--- src/rtl/pc_fetch_stage.sv ---
// MIPS instruction-fetch stage: owns the PC, runs the imem request handshake
// and loads the IF/ID register, with stall, redirect flush and stale-fetch discard.
module pc_fetch_stage #(
  parameter logic [31:0] RESET_PC  = 32'h0000_0000,
  parameter logic [31:0] NOP_INSTR = 32'h0000_0000
) (
  input  logic        clk,
  input  logic        rst_n,
  input  logic        stall,
  input  logic        jump_taken,
  input  logic [31:0] jump_dir,
  input  logic        branch_taken,
  input  logic [31:0] branch_dir,
  output logic        imem_req,
  output logic [31:0] imem_addr,
  input  logic        imem_ready,
  input  logic [31:0] imem_rdata,
  output logic [31:0] pc,
  output logic [31:0] if_id_instr,
  output logic [31:0] if_id_pc4,
  output logic        if_id_valid
);

  localparam logic [1:0] FETCH   = 2'd0;
  localparam logic [1:0] HOLD    = 2'd1;
  localparam logic [1:0] DISCARD = 2'd2;

  logic [1:0]  state;
  logic [31:0] req_addr;
  logic [31:0] hold_instr;
  logic [31:0] hold_pc4;
  logic        redirect;
  logic [31:0] target;
  logic [31:0] pc_plus4;

  // The branch in EX is older than the jump in ID, so it takes priority.
  assign redirect = branch_taken | jump_taken;
  assign target   = branch_taken ? branch_dir : jump_dir;
  assign pc_plus4 = pc + 32'd4;

  // A request abandoned by a redirect keeps its address until memory answers it.
  assign imem_req  = rst_n && (state != HOLD);
  assign imem_addr = (state == DISCARD) ? req_addr : pc;

  always_ff @(posedge clk or negedge rst_n) begin
    if (!rst_n) begin
      state       <= FETCH;
      pc          <= RESET_PC;
      req_addr    <= RESET_PC;
      hold_instr  <= NOP_INSTR;
      hold_pc4    <= 32'd0;
      if_id_instr <= NOP_INSTR;
      if_id_pc4   <= 32'd0;
      if_id_valid <= 1'b0;
    end else begin
      case (state)
        FETCH: begin
          if (redirect) begin
            pc          <= target;
            if_id_valid <= 1'b0;
            if_id_instr <= NOP_INSTR;
            if (!imem_ready) begin
              req_addr <= pc;
              state    <= DISCARD;
            end
          end else if (imem_ready && !stall) begin
            if_id_instr <= imem_rdata;
            if_id_pc4   <= pc_plus4;
            if_id_valid <= 1'b1;
            pc          <= pc_plus4;
          end else if (imem_ready) begin
            hold_instr <= imem_rdata;
            hold_pc4   <= pc_plus4;
            state      <= HOLD;
          end else if (!stall) begin
            if_id_valid <= 1'b0;
            if_id_instr <= NOP_INSTR;
          end
        end

        HOLD: begin
          if (redirect) begin
            pc          <= target;
            if_id_valid <= 1'b0;
            if_id_instr <= NOP_INSTR;
            state       <= FETCH;
          end else if (!stall) begin
            if_id_instr <= hold_instr;
            if_id_pc4   <= hold_pc4;
            if_id_valid <= 1'b1;
            pc          <= pc_plus4;
            state       <= FETCH;
          end
        end

        DISCARD: begin
          if_id_valid <= 1'b0;
          if_id_instr <= NOP_INSTR;
          if (redirect) begin
            pc <= target;
          end
          if (imem_ready) begin
            state <= FETCH;
          end
        end

        default: begin
          state <= FETCH;
        end
      endcase
    end
  end

endmodule

--- config.mk ---
export PLATFORM = sky130hd
export DESIGN_NAME = pc_fetch_stage
export DESIGN_NICKNAME = d
export VERILOG_FILES = /design/src/rtl/pc_fetch_stage.sv
export SDC_FILE = /design/constraint.sdc
export NUM_CORES = 1
export LEC_CHECK = 0
export CAP_MARGIN = 20
export CORE_MARGIN = 1
export CORE_UTILIZATION = 45
export CTS_CLUSTER_SIZE = 30
export DETAILED_ROUTE_END_ITERATION = 6
export DONT_BUFFER_PORTS = 1
export MAX_ROUTING_LAYER = met4
export PLACE_DENSITY = 0.74
export SETUP_SLACK_MARGIN = 0.1
export SLEW_MARGIN = 20
export SYNTH_ARGS = -nofsm -noshare
export SYNTH_HDL_FRONTEND = slang
export SYNTH_SLANG_ARGS = --single-unit
--- constraint.sdc ---
create_clock -name clk -period 2.3 [get_ports clk]
set_clock_uncertainty 0.15 [all_clocks]
set_input_delay 0.23 -clock clk [delete_from_list [all_inputs] [get_ports clk]]
set_output_delay 0.23 -clock clk [all_outputs]
set_load 0.02 [all_outputs]
[Word-level counts from Yosys, hierarchy flattened]
Index checks and enable logic that the tools add are counted.
Operators by class
  reductions and logical operators: 12
  bitwise gates (word level): 4
  add/subtract/negate cells: 1
  multiplexer cells: 34
  eq/ne operators: 16
Operators with widths (count)
  $mux W32: 16
  $pmux W32 S3: 2
  $pmux W32 S2: 1
  $add A32 B3 Y32 const B: 1
  $ne A3 B3 Y1 const B: 5
  $mux W2: 7
  $ne A2 B2 Y1 const B: 6
  $reduce_and A4 Y1: 3
  $reduce_and A5 Y1: 2
  $ne A4 B4 Y1 const B: 2
  $mux W1: 6
  $pmux W2 S3: 1
  $not A1 Y1: 3
  $pmux W1 S3: 1
  $reduce_and A3 Y1: 1
  $reduce_bool A3 Y1: 1
  $eq A2 B1 Y1 const B: 1
  $eq A2 B2 Y1 const B: 1
  $logic_and A1 B1 Y1: 2
  $logic_not A2 Y1: 1
  $ne A2 B1 Y1 const B: 1
  $reduce_bool A2 Y1: 1
  $logic_not A1 Y1: 1
  $or A1 B1 Y1: 1
Word-level totals
  register bits: 195
  output and inout port bits: 130

[Longest topological paths before layout]
Gate-level depths: netlist of the first run.
  depth in word-level cells: 5
  gate-level depth with buffers: 10

[Worst setup path after synthesis of the first run]
OpenSTA, ideal clock, no wires.
  path type: register to register
  start: reg pc[2]
  end: reg pc[26]
  slack: 0.036 ns
  setup time: 0.121 ns
  arrival: 1.993 ns
  cell stages (with the launch flop): 8
  cells stage by stage: dfrtp_1 > ha_1 > nand2_1 > or2_1 > buf_2 > nor4_4 > a31oi_1 > o22a_1
On the way
  cells in the longest elaborated chain, start to end: 4
  elaborated cells between the ends (all ways): 6
Ends and longest elaborated chain
  start, declared: RTL line 18  | output logic [31:0] pc,
  start signal, assigned: RTL line 59  | pc <= target;
  start signal, assigned: RTL line 70  | pc <= pc_plus4;
  start signal, assigned: RTL line 83  | pc <= target;
  $add A32 B3 Y32 *: RTL line 39  | assign pc_plus4 = pc + 32'd4;
  $mux W32 (on tied branches): RTL line 87, 66
  $mux W32 (on tied branches): RTL line 82, 58
  $pmux W32 S3 *: RTL line 56  | case (state)
Mark *: on every way between the ends. The rest lies on a longest branch, timed or not. The select of a mux whose other input is x is not followed.
A chain may end at the register's enable or synchronous reset.

[Worst setup path in the final report of the first run]
  start: reg pc[2]
  end: reg pc[22]
The elaborated chain is that of the path after synthesis.

==> results.md, run 1 <==
- CTS HTree Levels: 4
- CP arrival: 2450 ps
- Die Ht: 150 um
- Post-synthesis register bit count: 195
- MaxCap Viol Count: 0
- Sequential area share after synthesis: 0.493
- Max_slew headroom: 0.666
- CTS sink count: 195
- Gr ovfl total: 0
- Synth cell types: 62
- Final period util: 0.990
- Crit Path Category: flop to flop
- Failing checks: hold timing
- Largest area contributor in the netlist: dfrtp_1
- Synth area leaders: dfrtp_1, mux2_2, nand2_1
- First drt pass iteration count: 7
- Cell Area, Placed: 10400 um^2
- Synth Net Count: 1125
- Die width: 150 um
- Dpl ws: 13.4 ps
- Pins Over Slew Limit: 0
- Total Power: 18.7 mW
- Post-synth top cells: dfrtp_1, nand2_1, nor2_1, mux2_2, a21oi_1
- Final wirelength: 28200 um
- Remaining antenna violation count: 0
- Ys async rst share: 1.00
- Site row count: 53
- Final Setup Violations: 0
- Ant diodes: 0
- Final min period: 2280 ps
- Global-route wire length before repair: 42600 um
- Design area: 12300 um^2
- WL/cell: 20.6 um
- Post-CTS Hold Fix Bufs: 60
- Worst-Skew Late Latency: 440 ps
- CTS tree: done
- IO Port Bufs: 0
- Initial DRC Count: 642
- Die area: 22600 um^2
- Hold slack: -669 ps
- Area grow syn2layout: 23.8%
- Critical Path RT: 2480 ps
- Largest net degree at the start of global routing: 197
- Most frequent cell after synthesis: dfrtp_1
- Ports: 232
- CP endpoint kind: flop
- Synth Instances: 1018
- Peak supply drop: 0.858 mV
- Starting density of the core: 0.465
- Worst Tran Pin Value: 497 ps
- Post-synth EDFFs: 0
- Vias per Instance: 5.90
- Synthesized area: 9900 um^2
- Top-area cell type share of the netlist area: 0.493
- Total CTS buffers: 17
- Drt drc: 0
- Antenna violations before repair: 0
- Vias in the first global route: 7741
- Ys Warns: 0
- Fmax: 439 MHz
- Post-DP HPWL: 17600 um
- Pwr/cell area: 1520 nW/um^2
- Fraction of layout cells with a size suffix above 1: 0.220
- NumNets Final: 1187
- Final hold viol count: 195
- Vias post-DR: 8067
- Final worst slack: 22.7 ps
- GP Congestion: 0.914
- Hold Path Class: input port to async pin
- Clock root cell: clkbuf_16
- Main synth FF type: dfrtp_1
- Outcome: complete, but fails checks
- RSZ-0062 raised after global routing: true
- Startpoint Class: flop
- Crit-path max FO: 5
- Clock Path Buffers: 2
- Leak Pwr: 5.42 nW
- Gr usage total: 0.252
- Syn avg cell area: 9.73 um^2
- Clock transition at the registers of the reported paths: 90 ps
- Core box area: 21300 um^2
-- what timing repair did --
item	CTS	global route
pin swaps	3	11
gates cloned	1	5
resized for setup	34	57
setup buffers	5	7
endpoints found under the setup margin	49	69
hold endpoints to repair	275	195
-- cell type report --
class	instances	area, um^2
Fill cell	1723	9020
Multi-Input combinational cell	728	4960
Sequential cell	195	4880
Timing Repair Buffer	132	1420
Clock buffer	17	425
Tap cell	275	344
Clock inverter	15	214
Inverter	6	25.0
-- placed cells by master, fill, tap and decap left out, types with 20 or more instances in the layout --
master,instances
dfrtp_1,192
a22oi_1,32
mux2_4,29
clkbuf_16,20
o21ai_0,50
a21oi_1,61
dlygate4sd3_1,60
mux2_2,41
nand2_1,184
and3_1,21
nor2_1,70
buf_4,48
-- stage by stage --
stage / utilization / std cells / setup TNS (ps)
global route: 0.576 / 1368 / -46.9
finish: 0.576 / 1368 / 0
CTS: 0.558 / 1356 / 0
floorplan: - / 1018 / 0
detailed placement: 0.490 / 1258 / 0
global placement: 0.490 / 1258 / 0
-- registers in the layout, summed over array words and instances, names as in the netlist --
register     flops
hold_instr      32
if_id_valid      1
if_id_instr     32
state            2
if_id_pc4       32
hold_pc4        32
pc              32
req_addr        32
-- report_power, final --
group | total, mW | leakage [nW] | switching (mW) | internal (mW)
clock | 3.12 | 0.307 | 1.59 | 1.52
combinational | 8.63 | 2.70 | 4.82 | 3.81
sequential | 6.93 | 2.41 | 1.89 | 5.04
total | 18.7 | 5.42 | 8.30 | 10.4
-- path summary, 6_finish.rpt --
path	from	to	slack, ps	depth (start not counted)
min in group clk	jump_dir[11]	pc[11]$_DFFE_PN0P_	0	3
max	pc[2]$_DFFE_PN0P_	pc[22]$_DFFE_PN0P_	20	7
max in group asynchronous	rst_n	state[0]$_DFFE_PN0P_	2310	0
max reg2reg	pc[2]$_DFFE_PN0P_	pc[22]$_DFFE_PN0P_	20	7
min reg2reg	hold_pc4[21]$_DFFE_PN0P_	hold_pc4[21]$_DFFE_PN0P_	330	2
min	rst_n	req_addr[17]$_DFFE_PN0P_	-670	0
-- logic make-up after synthesis --
kind of cell,count (synthesis),synth area share
AOI/OAI and AO/OA,248,0.157
xor gates and xnor gates,26,0.0230
adders and majority gates,5,0.00632
buffers and inverters,95,0.0456
DFF,195,0.493
muxes,88,0.0978
and+or+nand+nor,361,0.178
-- critical path: stages, from the launching register on --
cell and delay [ps]:
dfrtp_2 430, ha_1 240, nand2_1 90, buf_4 170, nor2_1 340, nand4_1 280
o21ba_2 290, o22a_1 190
-- per-layer routing --
| metal | routed length, um | up-vias | GRT usage |
|---|---|---|---|
| met4 | 737 | 0 | 0.0879 |
| met2 | 13400 | 349 | 0.381 |
| met3 | 2210 | 53 | 0.0615 |
| met5 | 0 | - | - |
| met1 | 11900 | 3961 | 0.330 |
| li1 | - | 3704 | - |
Note: power is estimated with default switching activity, not from simulation.
==> run 2: changes to the inputs <==
--- a/config.mk
+++ b/config.mk
@@ -6,6 +6,7 @@
 export NUM_CORES = 1
 export LEC_CHECK = 0
 export CAP_MARGIN = 20
+export CORE_ASPECT_RATIO = 0.9
 export CORE_MARGIN = 1
 export CORE_UTILIZATION = 45
 export CTS_CLUSTER_SIZE = 30
==> run 2 against run 1 <==
Compared with the run above:
- the run still ends with hold timing left
- global-route usage up 0.18 points
- non-clock buffer count up 4
- design area up 0.39%
- sequential cell count stayed put
- wire length grew 1.9%
- die area about the same
- clock-buffer cell count increased by 2
- largest power group unchanged
- first-iteration DRC count is 38% higher
- utilization fell by 0.70 points
- largest cell class unchanged
- fmax up 2.5%
- sequential power barely moved
- register-to-register slack gained 70 ps
==> results.md, run 2 (synthesized netlist as in run 1, its figures left out) <==
- Gr ovfl total: 0 (unchanged)
- CTS tree: done
- Highest-count cells in the layout ignoring fill and taps: dfrtp_1, nand2_1, nor2_1, dlygate4sd3_1, a21oi_1
- DR WL met2: 13500 um (+1.1%)
- Filler instances: 1736 (+0.75%)
- Final period util: 0.966 (-0.0237)
- Post-CTS Hold Fix Bufs: 63 (+5.0%)
- Largest stage delay on the critical path: 390 ps (-40 ps)
- Drt drc: 0 (unchanged)
- Worst Tran Pin Value: 496 ps (-0.787 ps)
- Hold Path Class: input port to async pin
- Setup_tns: 0 ps (unchanged)
- Vias post-DR: 8122 (+0.68%)
- Gr usage total: 0.254 (+0.00176)
- Largest net degree at the start of global routing: 197 (unchanged)
- Routed met3 length: 2550 um (+15%)
- Remaining antenna violation count: 0 (unchanged)
- Reg-to-reg slack, setup: 90 ps (+70 ps)
- GP Congestion: 0.905 (-1.0%)
- IO Port Bufs: 0 (unchanged)
- CP endpoint kind: output pin
- Critical Path RT: 1920 ps (-560 ps)
- Ant diodes: 0 (unchanged)
- Starting density of the core: 0.458 (-0.00743)
- Site row count: 51 (-3.8%)
- First drt pass iteration count: 5 (-2)
- Buf/Inv on CP: 3 (+2)
- Worst-Skew Late Latency: 440 ps (about the same)
- Outcome: complete, but fails checks
- Leak Pwr: 5.44 nW (+0.42%)
- Global-route wire length before repair: 42600 um (about the same)
- Vias in the first global route: 7604 (-1.8%)
- Crit Path Category: flop to output pin
- Initial DRC Count: 889 (+38%)
- Post-DP HPWL: 17800 um (+0.92%)
- Commonest non-fill, non-tap cell in the layout: dfrtp_1
- Die area: 22600 um^2 (about the same)
- Die width: 158 um (+5.3%)
- Startpoint Class: flop
- Clock Path Buffers: 2 (unchanged)
- Fraction of layout cells with a size suffix above 1: 0.220 (about the same)
- Antenna violations before repair: 0 (unchanged)
- Final min period: 2220 ps (-54.6 ps)
- NumNets Final: 1191 (+0.34%)
- Total CTS buffers: 17 (unchanged)
- Clock transition at the registers of the reported paths: 80 ps (about the same)
- Final hold viol count: 195 (unchanged)
- WL/cell: 20.7 um (+0.41%)
- Total Power: 18.5 mW (-0.73%)
- CTS sink count: 195 (unchanged)
- Clock root cell: clkbuf_16
- Met1 wire length: 12300 um (+3.1%)
- Top Metal Used: met4
- Hold slack: -669 ps (+0.527 ps)
- Core box area: 21600 um^2 (+1.6%)
- Worst path cell trace: buf_4 -> ha_4 -> buf_12 -> clkbuf_16 -> mux2_4
- MaxCap Viol Count: 0 (unchanged)
- RSZ-0062 raised after global routing: true
- Fmax: 450 MHz (+2.5%)
- Final wirelength: 28800 um (+1.9%)
- Slowest cell on crit path: dfrtp_1
- Final Setup Violations: 0 (unchanged)
- CP arrival: 1840 ps (-610 ps)
- Max_slew headroom: 0.666 (about the same)
- Ports: 232 (unchanged)
- Peak supply drop: 0.914 mV (+6.5%)
- Die Ht: 143 um (-5.1%)
- Vias per Instance: 5.85 (-0.77%)
- Failing checks: hold timing
- Pins Over Slew Limit: 0 (unchanged)
- CTS HTree Levels: 4 (unchanged)
- CP top delay family: buffers and inverters
- Crit-path max FO: 11 (+6)
- Pwr/cell area: 1510 nW/um^2 (-1.1%)
- Area grow syn2layout: 24.3%
run 2: final timing paths:
check,startpoint,endpoint,depth (start not counted)
worst max-delay path,state[1]$_DFFE_PN0P_,imem_addr[23],5
worst min-delay path,rst_n,if_id_instr[21]$_DFFE_PN0P_,0
worst max register to register,state[0]$_DFFE_PN0P_,pc[2]$_DFFE_PN0P_,9
worst min register to register,hold_pc4[11]$_DFFE_PN0P_,hold_pc4[11]$_DFFE_PN0P_,2
max in group asynchronous,rst_n,state[0]$_DFFE_PN0P_,0
min in group clk,imem_ready,hold_pc4[7]$_DFFE_PN0P_,3
run 2: layout make-up:
cell class	count	area (um^2)	share of cell area
multi-input combinational	728	4950	0.402
sequential	195	4880	0.397
timing repair buffer	136	1500	0.122
clock buffer	19	443	0.0360
tap	291	364	0.0296
clock inverter	13	141	0.0115
inverter	6	25.0	0.00203
run 2: layer usage:
layer | track usage | up-vias
li1 | - | 3724
met1 | 0.348 | 3996
met2 | 0.373 | 369
met3 | 0.0680 | 33
met4 | 0.0597 | 0
met5 | - | -
run 2: timing repair:
action | CTS | global route
hold endpoints to repair | 278 | 195
setup endpoints to repair | 39 | 84
gates cloned | 2 | 6
pin swaps | 3 | 12
gates resized for setup | 17 | 64
setup buffers | 4 | 7
run 2: metrics by stage:
| stage | instances | instance area (um^2) | hold slack (ps) | setup slack, ps | util |
|---|---|---|---|---|---|
| global route | 1388 | 12300 | -694 | 31.6 | 0.569 |
| detailed placement | 1274 | 10500 | -213 | 53.5 | 0.484 |
| floorplan | 1018 | 9920 | -216 | 110 | - |
| finish | 1388 | 12300 | -669 | 77.3 | 0.569 |
| global placement | 1274 | 10500 | -213 | 116 | 0.484 |
| CTS | 1375 | 11800 | -692 | 59.4 | 0.547 |
run 2: power breakdown:
part	switching, mW	leakage, nW	internal (mW)
clock network	1.48	0.279	1.48
registers	1.86	2.41	5.04
logic	4.86	2.75	3.81
==> run 3: changes to the inputs <==
--- a/config.mk
+++ b/config.mk
@@ -8,12 +8,12 @@
 export CAP_MARGIN = 20
 export CORE_ASPECT_RATIO = 0.9
 export CORE_MARGIN = 1
-export CORE_UTILIZATION = 45
+export CORE_UTILIZATION = 55
 export CTS_CLUSTER_SIZE = 30
 export DETAILED_ROUTE_END_ITERATION = 6
 export DONT_BUFFER_PORTS = 1
 export MAX_ROUTING_LAYER = met4
-export PLACE_DENSITY = 0.74
+export PLACE_DENSITY = 0.85
 export SETUP_SLACK_MARGIN = 0.1
 export SLEW_MARGIN = 20
 export SYNTH_ARGS = -nofsm -noshare
==> run 3 against run 2 <==
Compared with the run above:
- the flow finishes with violations (hold timing, setup timing)
- final cell count is 4.3% lower
- worst hold slack worse by 14 ps
- worst setup slack got worse by 86 ps
- non-clock buffer count is 8 lower
- utilization increased by 11 points
- design area fell by 3.0%
- via count rose by 2.3%
- clock power increased by 6%
- largest cell class is now sequential cells
- largest power group unchanged
==> results.md, run 3 (synthesized netlist as in run 1, its figures left out) <==
- Sequential share of power: 0.380 (+0.007)
- WL/cell: 21.0 um (+1.2%)
- Sw Ratio: 0.449 (+0.00689)
- Ant diodes: 0 (unchanged)
- Die Ht: 129 um (-9.4%)
- Largest net degree at the start of global routing: 197 (unchanged)
- Clock Path Buffers: 2 (unchanged)
- Total Power: 18.1 mW (-2.2%)
- Design area: 11900 um^2 (-3.0%)
- Post-DP HPWL: 17600 um (-0.80%)
- Clock share of power: 0.173 (+0.013)
- Final min period: 2310 ps (+86.3 ps)
- Global-route wire length before repair: 41900 um (-1.7%)
- Pins Over Slew Limit: 0 (unchanged)
- Vias in the first global route: 7689 (+1.1%)
- Die area: 18500 um^2 (-18%)
- Gr usage total: 0.306 (+0.0517)
- Fmax: 433 MHz (-3.7%)
- Crit Path Category: flop to flop
- Filler instances: 1241 (-29%)
- First drt pass iteration count: 5 (unchanged)
- Psw: 8.15 mW (-0.63%)
- Initial DRC Count: 751 (-16%)
- Crit-path max FO: 15 (+4)
- Outcome: complete, but fails checks
- CP endpoint kind: flop
- Vias per Instance: 6.25 (+6.9%)
- Internal power: 9.99 mW (-3.4%)
- CP arrival: 2480 ps (+640 ps)
- Leak Pwr: 5.31 nW (-2.4%)
- Final Setup Violations: 2 (+2)
- RSZ-0062 raised after global routing: true
- Starting density of the core: 0.562 (+0.104)
- Hold Path Class: input port to async pin
- Clock root cell: clkbuf_16
- Critical Path RT: 2470 ps (+550 ps)
- CTS HTree Levels: 4 (unchanged)
- Vias post-DR: 8311 (+2.3%)
- Max_slew headroom: 0.629 (-0.0378)
- Startpoint Class: flop
- Ports: 232 (unchanged)
- Failing checks: hold timing, setup timing
- Die width: 143 um (-9.4%)
- Antenna violations before repair: 0 (unchanged)
- Peak supply drop: 1.28 mV (+40%)
- Core box area: 17600 um^2 (-19%)
- Combinational Power Share: 0.447 (-0.021)
- Total CTS buffers: 17 (unchanged)
- Final worst slack: -9.03 ps (-86.3 ps)
- Cell Area, Placed: 10300 um^2 (-1.2%)
- Final wirelength: 27900 um (-3.1%)
- Area grow syn2layout: 20.6%
- IO Port Bufs: 0 (unchanged)
- NumNets Final: 1183 (-0.67%)
- Site row count: 46 (-9.8%)
- Pwr/cell area: 1520 nW/um^2 (+0.89%)
- CTS tree: done
- Commonest non-fill, non-tap cell in the layout: dfrtp_1
- MaxCap Viol Count: 0 (unchanged)
- Highest-count cells in the layout ignoring fill and taps: dfrtp_1, nand2_1, nor2_1, a21oi_1
- Clock transition at the registers of the reported paths: 90 ps (about the same)
- Final period util: 1.00 (+0.0375)
- Post-CTS Hold Fix Bufs: 57 (-9.5%)
- GP Congestion: 0.952 (+5.2%)
- Worst Tran Pin Value: 555 ps (+59.2 ps)
- Worst-Skew Late Latency: 440 ps (about the same)
- Fraction of layout cells with a size suffix above 1: 0.206 (-0.0140)
- Drt drc: 0 (unchanged)
- Remaining antenna violation count: 0 (unchanged)
- CTS sink count: 195 (unchanged)
- Hold slack: -683 ps (-14.2 ps)
- Gr ovfl total: 0 (unchanged)
- Final hold viol count: 196 (+0.51%)
-- run 3: cell count changes in the layout (fill, tap and decap cells not counted), moves of 3 or more --
cell	previous run	this run
mux2_2	45	52
o21ai_0	54	57
inv_12	0	4
mux2_4	25	18
nor3_4	3	0
a21oi_1	60	66
a21oi_2	5	1
clkbuf_16	22	19
buf_4	48	55
buf_12	14	10
o21ai_1	13	10
dlygate4sd3_1	63	57
-- run 3: final timing paths --
kind	start	to	slack, ps	depth (start not counted)
setup / recovery	state[1]$_DFFE_PN0P_	pc[30]$_DFFE_PN0P_	-9	8
hold / removal	rst_n	if_id_instr[15]$_DFFE_PN0P_	-680	0
setup reg to reg	state[1]$_DFFE_PN0P_	pc[30]$_DFFE_PN0P_	-9	8
hold reg to reg	hold_instr[30]$_DFFE_PN0P_	hold_instr[30]$_DFFE_PN0P_	330	2
max in group asynchronous	rst_n	if_id_pc4[26]$_DFFE_PN0P_	2230	0
min in group clk	jump_dir[29]	pc[29]$_DFFE_PN0P_	0	3
-- run 3: repair_timing --
item	CTS	global route
gates cloned	0	3
endpoints found under the hold margin	275	195
endpoints found under the setup margin	54	77
pin swaps	3	10
gates resized for setup	8	41
setup buffers	6	9
-- run 3: power groups by stage --
stage               sequential [mW]  combinational [mW]  clock, mW
CTS                            6.85                7.29       3.18
finish                         6.89                8.10       3.14
detailed placement             6.91                6.93          0
global route                   7.09                8.63       3.34
floorplan                      6.85                4.98          0
global placement               6.82                6.67          0
-- run 3: per-layer routing --
metal / share of wire / wire (um) / up-vias / global-route usage
met3: 0.093 / 2600 / 71 / 0.0913
met2: 0.48 / 13300 / 426 / 0.454
li1: - / - / 3699 / -
met4: 0.030 / 841 / 0 / 0.110
met5: 0 / 0 / - / -
met1: 0.40 / 11100 / 4115 / 0.396
-- run 3: through the flow --
stage                     setup TNS (ps)  utilization  worst slack, ps  std cells
after global placement                 0        0.587             87.4       1222
after global routing               -59.4        0.678            -49.6       1329
after floorplan                        0            -              110       1018
after detailed placement               0        0.587             35.7       1222
final                              -15.1        0.678            -9.03       1329
after CTS                              0        0.661             94.9       1317
-- run 3: worst max-delay path: stages (launching register included) --
cell	delay, ps
dfrtp_1	410
buf_4	160
ha_4	210
buf_4	150
nor2_4	290
buf_4	270
nand2_1	90
o21ai_0	330
a2bb2oi_2	110
-- run 3: layout make-up --
class                   instances  area (um^2)  share of cell area
multi-input cells             728         4810               0.403
clock inverters                15          216              0.0181
repair buffers                128         1280               0.108
inverters                       6         22.5             0.00189
clock buffers                  17          425              0.0356
well taps                     240          300              0.0252
flip-flops and latches        195         4880               0.409
